<file path="config.mk">
export PLATFORM = sky130hd
export DESIGN_NAME = serial_link_pwr_seq
export DESIGN_NICKNAME = d
export VERILOG_FILES = /design/src/rtl/serial_link_pwr_seq.sv
export SDC_FILE = /design/constraint.sdc
export NUM_CORES = 1
export LEC_CHECK = 0
export CAP_MARGIN = 20
export CELL_PAD_IN_SITES_DETAIL_PLACEMENT = 1
export CELL_PAD_IN_SITES_GLOBAL_PLACEMENT = 1
export CORE_MARGIN = 1
export CORE_UTILIZATION = 44
export DETAILED_ROUTE_END_ITERATION = 10
export GPL_TIMING_DRIVEN = 0
export PLACE_DENSITY = 0.84
export SLEW_MARGIN = 20
export SYNTH_ARGS = -nofsm -noshare
export SYNTH_HDL_FRONTEND = slang
export SYNTH_SLANG_ARGS = --single-unit
</file>
<file path="constraint.sdc">
create_clock -name clk_i -period 4.2 [get_ports clk_i]
set_input_delay 0.84 -clock clk_i [delete_from_list [all_inputs] [get_ports clk_i]]
set_output_delay 0.84 -clock clk_i [all_outputs]
set_load 0.005 [all_outputs]
</file>
<file path="src/rtl/serial_link_pwr_seq.sv">
// serial_link_pwr_seq: per-link power sequencer (clock ungate -> reset release -> de-isolate, and reverse).
// Latency: power-up min 2+ClkSettleCycles+RstCycles cycles, power-down 2+RstCycles cycles; outputs Moore from state.
// Backpressure: none; requests outside their legal state are dropped, isolate handshakes time out into ERROR.
// Ports:
//   clk_i, rst_i            : clock, synchronous active-high reset
//   up_req_i, down_req_i    : per-link single-cycle power-up / power-down requests
//   err_clr_i               : per-link clear of the ERROR state
//   isolated_i              : per-link {out, in} isolated status from the AXI isolators
//   isolate_o               : per-link {out, in} isolate requests
//   clk_ena_o, reset_no     : per-link clock gate enable and active-low link reset
//   state_o, err_o          : per-link state encoding and error flag
//   busy_o                  : any link in a transitional state
module serial_link_pwr_seq #(
  parameter int unsigned NumLinks        = 2,
  parameter int unsigned ClkSettleCycles = 4,
  parameter int unsigned RstCycles       = 8,
  parameter int unsigned TimeoutCycles   = 1024,
  parameter int unsigned CntWidth        = $clog2(
    ((ClkSettleCycles > RstCycles ? ClkSettleCycles : RstCycles) > TimeoutCycles ?
     (ClkSettleCycles > RstCycles ? ClkSettleCycles : RstCycles) : TimeoutCycles) + 1)
) (
  input  logic                     clk_i,
  input  logic                     rst_i,
  input  logic [NumLinks-1:0]      up_req_i,
  input  logic [NumLinks-1:0]      down_req_i,
  input  logic [NumLinks-1:0]      err_clr_i,
  input  logic [NumLinks-1:0][1:0] isolated_i,
  output logic [NumLinks-1:0][1:0] isolate_o,
  output logic [NumLinks-1:0]      clk_ena_o,
  output logic [NumLinks-1:0]      reset_no,
  output logic [NumLinks-1:0][2:0] state_o,
  output logic [NumLinks-1:0]      err_o,
  output logic                     busy_o
);

  typedef enum logic [2:0] {
    OFF        = 3'd0,
    CLK_ON     = 3'd1,
    RST_HOLD   = 3'd2,
    DEISO      = 3'd3,
    ACTIVE     = 3'd4,
    ISO        = 3'd5,
    RST_ASSERT = 3'd6,
    ERROR      = 3'd7
  } state_e;

  // Counter reload values: a phase lasting N cycles loads N-1 and exits on zero.
  localparam logic [CntWidth-1:0] ClkLoad = CntWidth'(ClkSettleCycles - 1);
  localparam logic [CntWidth-1:0] RstLoad = CntWidth'(RstCycles - 1);
  localparam logic [CntWidth-1:0] ToLoad  = CntWidth'(TimeoutCycles - 1);

  logic [NumLinks-1:0] busy_vec;

  for (genvar g = 0; g < NumLinks; g++) begin : g_link
    state_e              state_q, state_d;
    logic [CntWidth-1:0] cnt_q, cnt_d, cnt_dec;
    logic                cnt_zero;
    logic [1:0]          iso;
    logic                clk_en, rst_n, err, busy;

    assign cnt_zero = (cnt_q == '0);
    // Saturating decrement: the counter never wraps below zero.
    assign cnt_dec  = cnt_zero ? '0 : cnt_q - 1'b1;

    // State register
    always_ff @(posedge clk_i) begin
      if (rst_i) begin
        state_q <= OFF;
        cnt_q   <= '0;
      end else begin
        state_q <= state_d;
        cnt_q   <= cnt_d;
      end
    end

    // Next-state and counter logic
    always_comb begin
      state_d = state_q;
      cnt_d   = cnt_q;
      case (state_q)
        OFF: begin
          if (up_req_i[g]) begin
            state_d = CLK_ON;
            cnt_d   = ClkLoad;
          end
        end
        CLK_ON: begin
          cnt_d = cnt_dec;
          if (cnt_zero) begin
            state_d = RST_HOLD;
            cnt_d   = RstLoad;
          end
        end
        RST_HOLD: begin
          cnt_d = cnt_dec;
          if (cnt_zero) begin
            state_d = DEISO;
            cnt_d   = ToLoad;
          end
        end
        DEISO: begin
          cnt_d = cnt_dec;
          // Handshake match wins over a timeout expiring in the same cycle.
          if (isolated_i[g] == 2'b00) state_d = ACTIVE;
          else if (cnt_zero)          state_d = ERROR;
        end
        ACTIVE: begin
          if (down_req_i[g]) begin
            state_d = ISO;
            cnt_d   = ToLoad;
          end
        end
        ISO: begin
          cnt_d = cnt_dec;
          if (isolated_i[g] == 2'b11) begin
            state_d = RST_ASSERT;
            cnt_d   = RstLoad;
          end else if (cnt_zero) begin
            state_d = ERROR;
          end
        end
        RST_ASSERT: begin
          cnt_d = cnt_dec;
          if (cnt_zero) state_d = OFF;
        end
        ERROR: begin
          if (err_clr_i[g]) state_d = OFF;
        end
        default: state_d = OFF;
      endcase
    end

    // Moore output decode
    always_comb begin
      iso    = 2'b11;
      clk_en = 1'b0;
      rst_n  = 1'b0;
      err    = 1'b0;
      busy   = 1'b0;
      case (state_q)
        OFF:        ;
        CLK_ON:     begin clk_en = 1'b1; busy = 1'b1; end
        RST_HOLD:   begin clk_en = 1'b1; busy = 1'b1; end
        DEISO:      begin iso = 2'b00; clk_en = 1'b1; rst_n = 1'b1; busy = 1'b1; end
        ACTIVE:     begin iso = 2'b00; clk_en = 1'b1; rst_n = 1'b1; end
        ISO:        begin clk_en = 1'b1; rst_n = 1'b1; busy = 1'b1; end
        RST_ASSERT: begin clk_en = 1'b1; busy = 1'b1; end
        ERROR:      err = 1'b1;
        default:    ;
      endcase
    end

    assign isolate_o[g] = iso;
    assign clk_ena_o[g] = clk_en;
    assign reset_no[g]  = rst_n;
    assign err_o[g]     = err;
    assign state_o[g]   = state_q;
    assign busy_vec[g]  = busy;
  end

  assign busy_o = |busy_vec;

endmodule
</file>
==> impl_metrics.env <==
export IMPL_status="complete, no violations"
export IMPL_post_cts_resized=0
export IMPL_r2r_start="g_link[0].cnt_q[0]$_SDFFE_PP0P_"
export IMPL_final_core_util_pct=54.2
export IMPL_cts_buffers=3
export IMPL_antenna_found_initial=0
export IMPL_overflow=0
export IMPL_grt_start_max_net_pins=16
export IMPL_fin_setup_tns_ps=0
export IMPL_end_kind="output pin"
export IMPL_rows=26
export IMPL_die_h_um=75.0
export IMPL_die_area_sq_um=5630
export IMPL_hpwl_um=5460
export IMPL_period_needed_ps=3230
export IMPL_gr_usage_met3_pct=4.42
export IMPL_via_count=2563
export IMPL_path_depth=6
export IMPL_hold_path_end="g_link[1].cnt_q[10]$_SDFFE_PP0P_"
export IMPL_regToRegSetupSlack_ps=1260
export IMPL_synth_edf_count=0
export IMPL_worst_path_max_fanout=10
export IMPL_finalSetupViolations=0
export IMPL_clock_root_buffer="clkbuf_8"
export IMPL_netlist_instances=310
export IMPL_drc=0
export IMPL_insertion_delay_ps=280
export IMPL_finalClockSkew_ps=5.37
export IMPL_grtUsageMet1_pct=41.0
export IMPL_startpoint_type="register"
export IMPL_slowest_delay_ps=510
export IMPL_grt_util_met2_pct=42.1
export IMPL_tightest_slew_ps=1030
export IMPL_critical_path_top_delay_family="buffers and inverters"
export IMPL_place_area_sq_um=2710
export IMPL_finalCritPeriodShare_pct=76.9
export IMPL_top_usage_layer="met2"
export IMPL_whs_ps=500
export IMPL_postCtsSetupBuffers=0
export IMPL_wl_per_cell_um=17.9
export IMPL_max_clock_path_buffers=2
export IMPL_drt_vias_per_instance=6.22
export IMPL_cp_arrival_ps=2390
export IMPL_grt_usage_pct=27.6
export IMPL_ioPinCount=29
export IMPL_p_leak_nw=1.04
export IMPL_firstDrtPassIters=4
export IMPL_criticalPathCategory="reg -> out"
export IMPL_seqCellArea_sq_um=561
export IMPL_grt_pass1_wl_um=11800
export IMPL_synth_seq_cells=28
export IMPL_core_area_sq_um=5110
export IMPL_fp_dieW_um=75.0
export IMPL_p_total_w=0.00262
export IMPL_syn_nets=326
export IMPL_start_util_pct=45.9
export IMPL_timing_rr_end="g_link[0].cnt_q[3]$_SDFFE_PP0P_"
export IMPL_hold_viol=0
export IMPL_crit_top_cell="nor2_1"
export IMPL_final_area_sq_um=2770
export IMPL_clk_pin_slew_ps=100
export IMPL_multi_input_area_sq_um=1570
export IMPL_max_freq_mhz=310
export IMPL_nets=359
export IMPL_h_tree_depth=1
export IMPL_maxSlewHeadroom_pct=30.7
export IMPL_ir_worst_vdd_uv=395
export IMPL_yosys_warnings=0
export IMPL_ctsHoldBuffers=0
export IMPL_path_cells="clkbuf_1, buf_1, nor2_1, nor2_1, buf_4, clkdlybuf4s50_1"
export IMPL_maxCapViolCount=0
export IMPL_holdPathStages=2
export IMPL_cp_slowest_cell="dfxtp_1"
export IMPL_reg2regPathDepth=8
export IMPL_synth_async_reset_ratio_pct=0
export IMPL_postRouteAntennaNets=0
export IMPL_grt_pass1_vias=2406
export IMPL_insertedDiodeCount=0
export IMPL_cp_required_ps=3360
export IMPL_crit_buf_inv=4
export IMPL_hp_start="g_link[1].cnt_q[10]$_SDFFE_PP0P_"
export IMPL_cts_tree="done"
export IMPL_cts_sinks=28
export IMPL_p_per_area_nw_per_um2=945
export IMPL_slew_viol_final=0
export IMPL_finalWirelength_um=7370
export IMPL_gp_congestion=0.853
export IMPL_synth_cell_type_count=72
export IMPL_ys_seq_area_share_pct=23.9
export IMPL_syn_to_final_growth_pct=18.0
export IMPL_rsz0062_at_grt="no"
export IMPL_hold_path_class="reg -> reg"
export IMPL_fillCellCount=661
export IMPL_synthesis_area_sq_um=2350
export IMPL_drive_above_1_share_pct=10.2
export IMPL_drt_iter0_drc=171
export IMPL_synth_flop_cell="dfxtp_1"
export IMPL_avgSynthCellArea_sq_um=7.57
export IMPL_portBuffers=28
per-layer routing:
metal	wire [um]	vias to the layer above	share of wire (%)
li1	-	1233	-
met1	3760	1262	51
met2	3300	64	45
met3	270	4	3.7
met4	33	0	0.45
met5	0	-	0
per-stage QoR:
| stage | worst slack, ps | std cells |
|---|---|---|
| 2_1_floorplan | 1980 | 310 |
| 3_3_place_gp | 1310 | 408 |
| 3_5_place_dp | 1210 | 408 |
| 4_1_cts | 961 | 412 |
| 5_1_grt | 751 | 412 |
| 6_report | 971 | 412 |
cell families (layout without fill, tap and decap cells):
| kind of cell | Yosys count | after routing | share of synthesized area (%) |
|---|---|---|---|
| DFF | 28 | 28 | 23.9 |
| AOI/OAI and AO/OA | 112 | 112 | 34.3 |
| adders and majority gates | 5 | 5 | 2.56 |
| muxes | 1 | 1 | 0.427 |
| and+or+nand+nor | 113 | 113 | 25.7 |
| buffers and inverters | 41 | 73 | 9.33 |
| xor gates and xnor gates | 10 | 10 | 3.73 |
cell usage in the layout (no fill, tap or decap), drive strengths merged, types with 4 or more instances in the layout:
cell	instances
a221o	4
nand3	7
buf	14
o31ai	5
nand2b	6
xnor2	5
a21oi	26
o21ai	23
nor3	10
clkdlybuf4s50	28
ha	4
and3	4
nor4	7
a31oi	5
a211oi	4
a21o	4
xor2	5
clkbuf	21
nand2	24
inv	9
dfxtp	28
nor2	29
o221a	4
or4	4
area by class of cell:
| cell class | instances | area share, % |
|---|---|---|
| Timing Repair Buffer | 28 | 10.1 |
| Buffer | 31 | 6.55 |
| Tap cell | 70 | 3.16 |
| Clock buffer | 4 | 1.99 |
| Multi-Input combinational cell | 241 | 56.6 |
| Inverter | 10 | 1.36 |
| Sequential cell | 28 | 20.2 |
power breakdown:
group / internal (W) / total [W] / switching [W]
registers: 0.000368 / 0.000476 / 0.000108
logic: 0.000864 / 0.00197 / 0.00110
clock network: 0.0000842 / 0.000175 / 0.0000906
total: 0.00132 / 0.00262 / 0.00130
worst min-delay path, cell delays in order, from the launching register on:
cell	delay (ps)
dfxtp_1	340
nand2_1	60
a21oi_1	50
Yosys cell counts (3+ instances only):
library cell  instances  share of area [%]
a211oi_1              3               0.96
a21o_1                4                1.3
a21oi_1              25                5.3
a221o_1               4                1.7
a31oi_1               5                1.3
and2_1                3               0.80
and3_1                4                1.1
buf_4                 8                2.6
buf_6                 3                1.4
clkbuf_1             16                2.6
dfxtp_1              28                 24
ha_1                  4                2.1
inv_1                 9                1.4
nand2_1              24                3.8
nand2b_1              6                1.6
nand3_1               7                1.5
nor2_1               29                4.6
nor3_1               10                2.1
nor4_1                7                1.9
o21ai_0              22                4.7
o221a_2               4                1.9
o22ai_1               3               0.80
o31ai_1               4                1.3
or3b_2                3                1.1
or4_1                 3               0.96
xnor2_1               5                1.9
xor2_1                5                1.9
sequential cells by signal, indices dropped and copies added, names as in the netlist:
| signal | count |
|---|---|
| g_link.cnt_q | 22 |
| g_link.state_q | 6 |
worst max-delay path by stage:
stage                                                 start                         endpoint  slack (ps)
after floorplan             g_link[1].cnt_q[5]$_SDFFE_PP0P_  g_link[1].cnt_q[6]$_SDFFE_PP0P_        1980
after global placement    g_link[0].state_q[0]$_SDFFE_PP0P_                     isolate_o[1]        1310
after detailed placement                      isolated_i[0]  g_link[0].cnt_q[9]$_SDFFE_PP0P_        1210
after CTS                 g_link[0].state_q[0]$_SDFFE_PP0P_                     isolate_o[1]         960
after global routing      g_link[0].state_q[0]$_SDFFE_PP0P_                     isolate_o[1]         750
final                     g_link[1].state_q[2]$_SDFFE_PP0P_                     clk_ena_o[1]         970
Note: power is estimated with default switching activity, not from simulation.
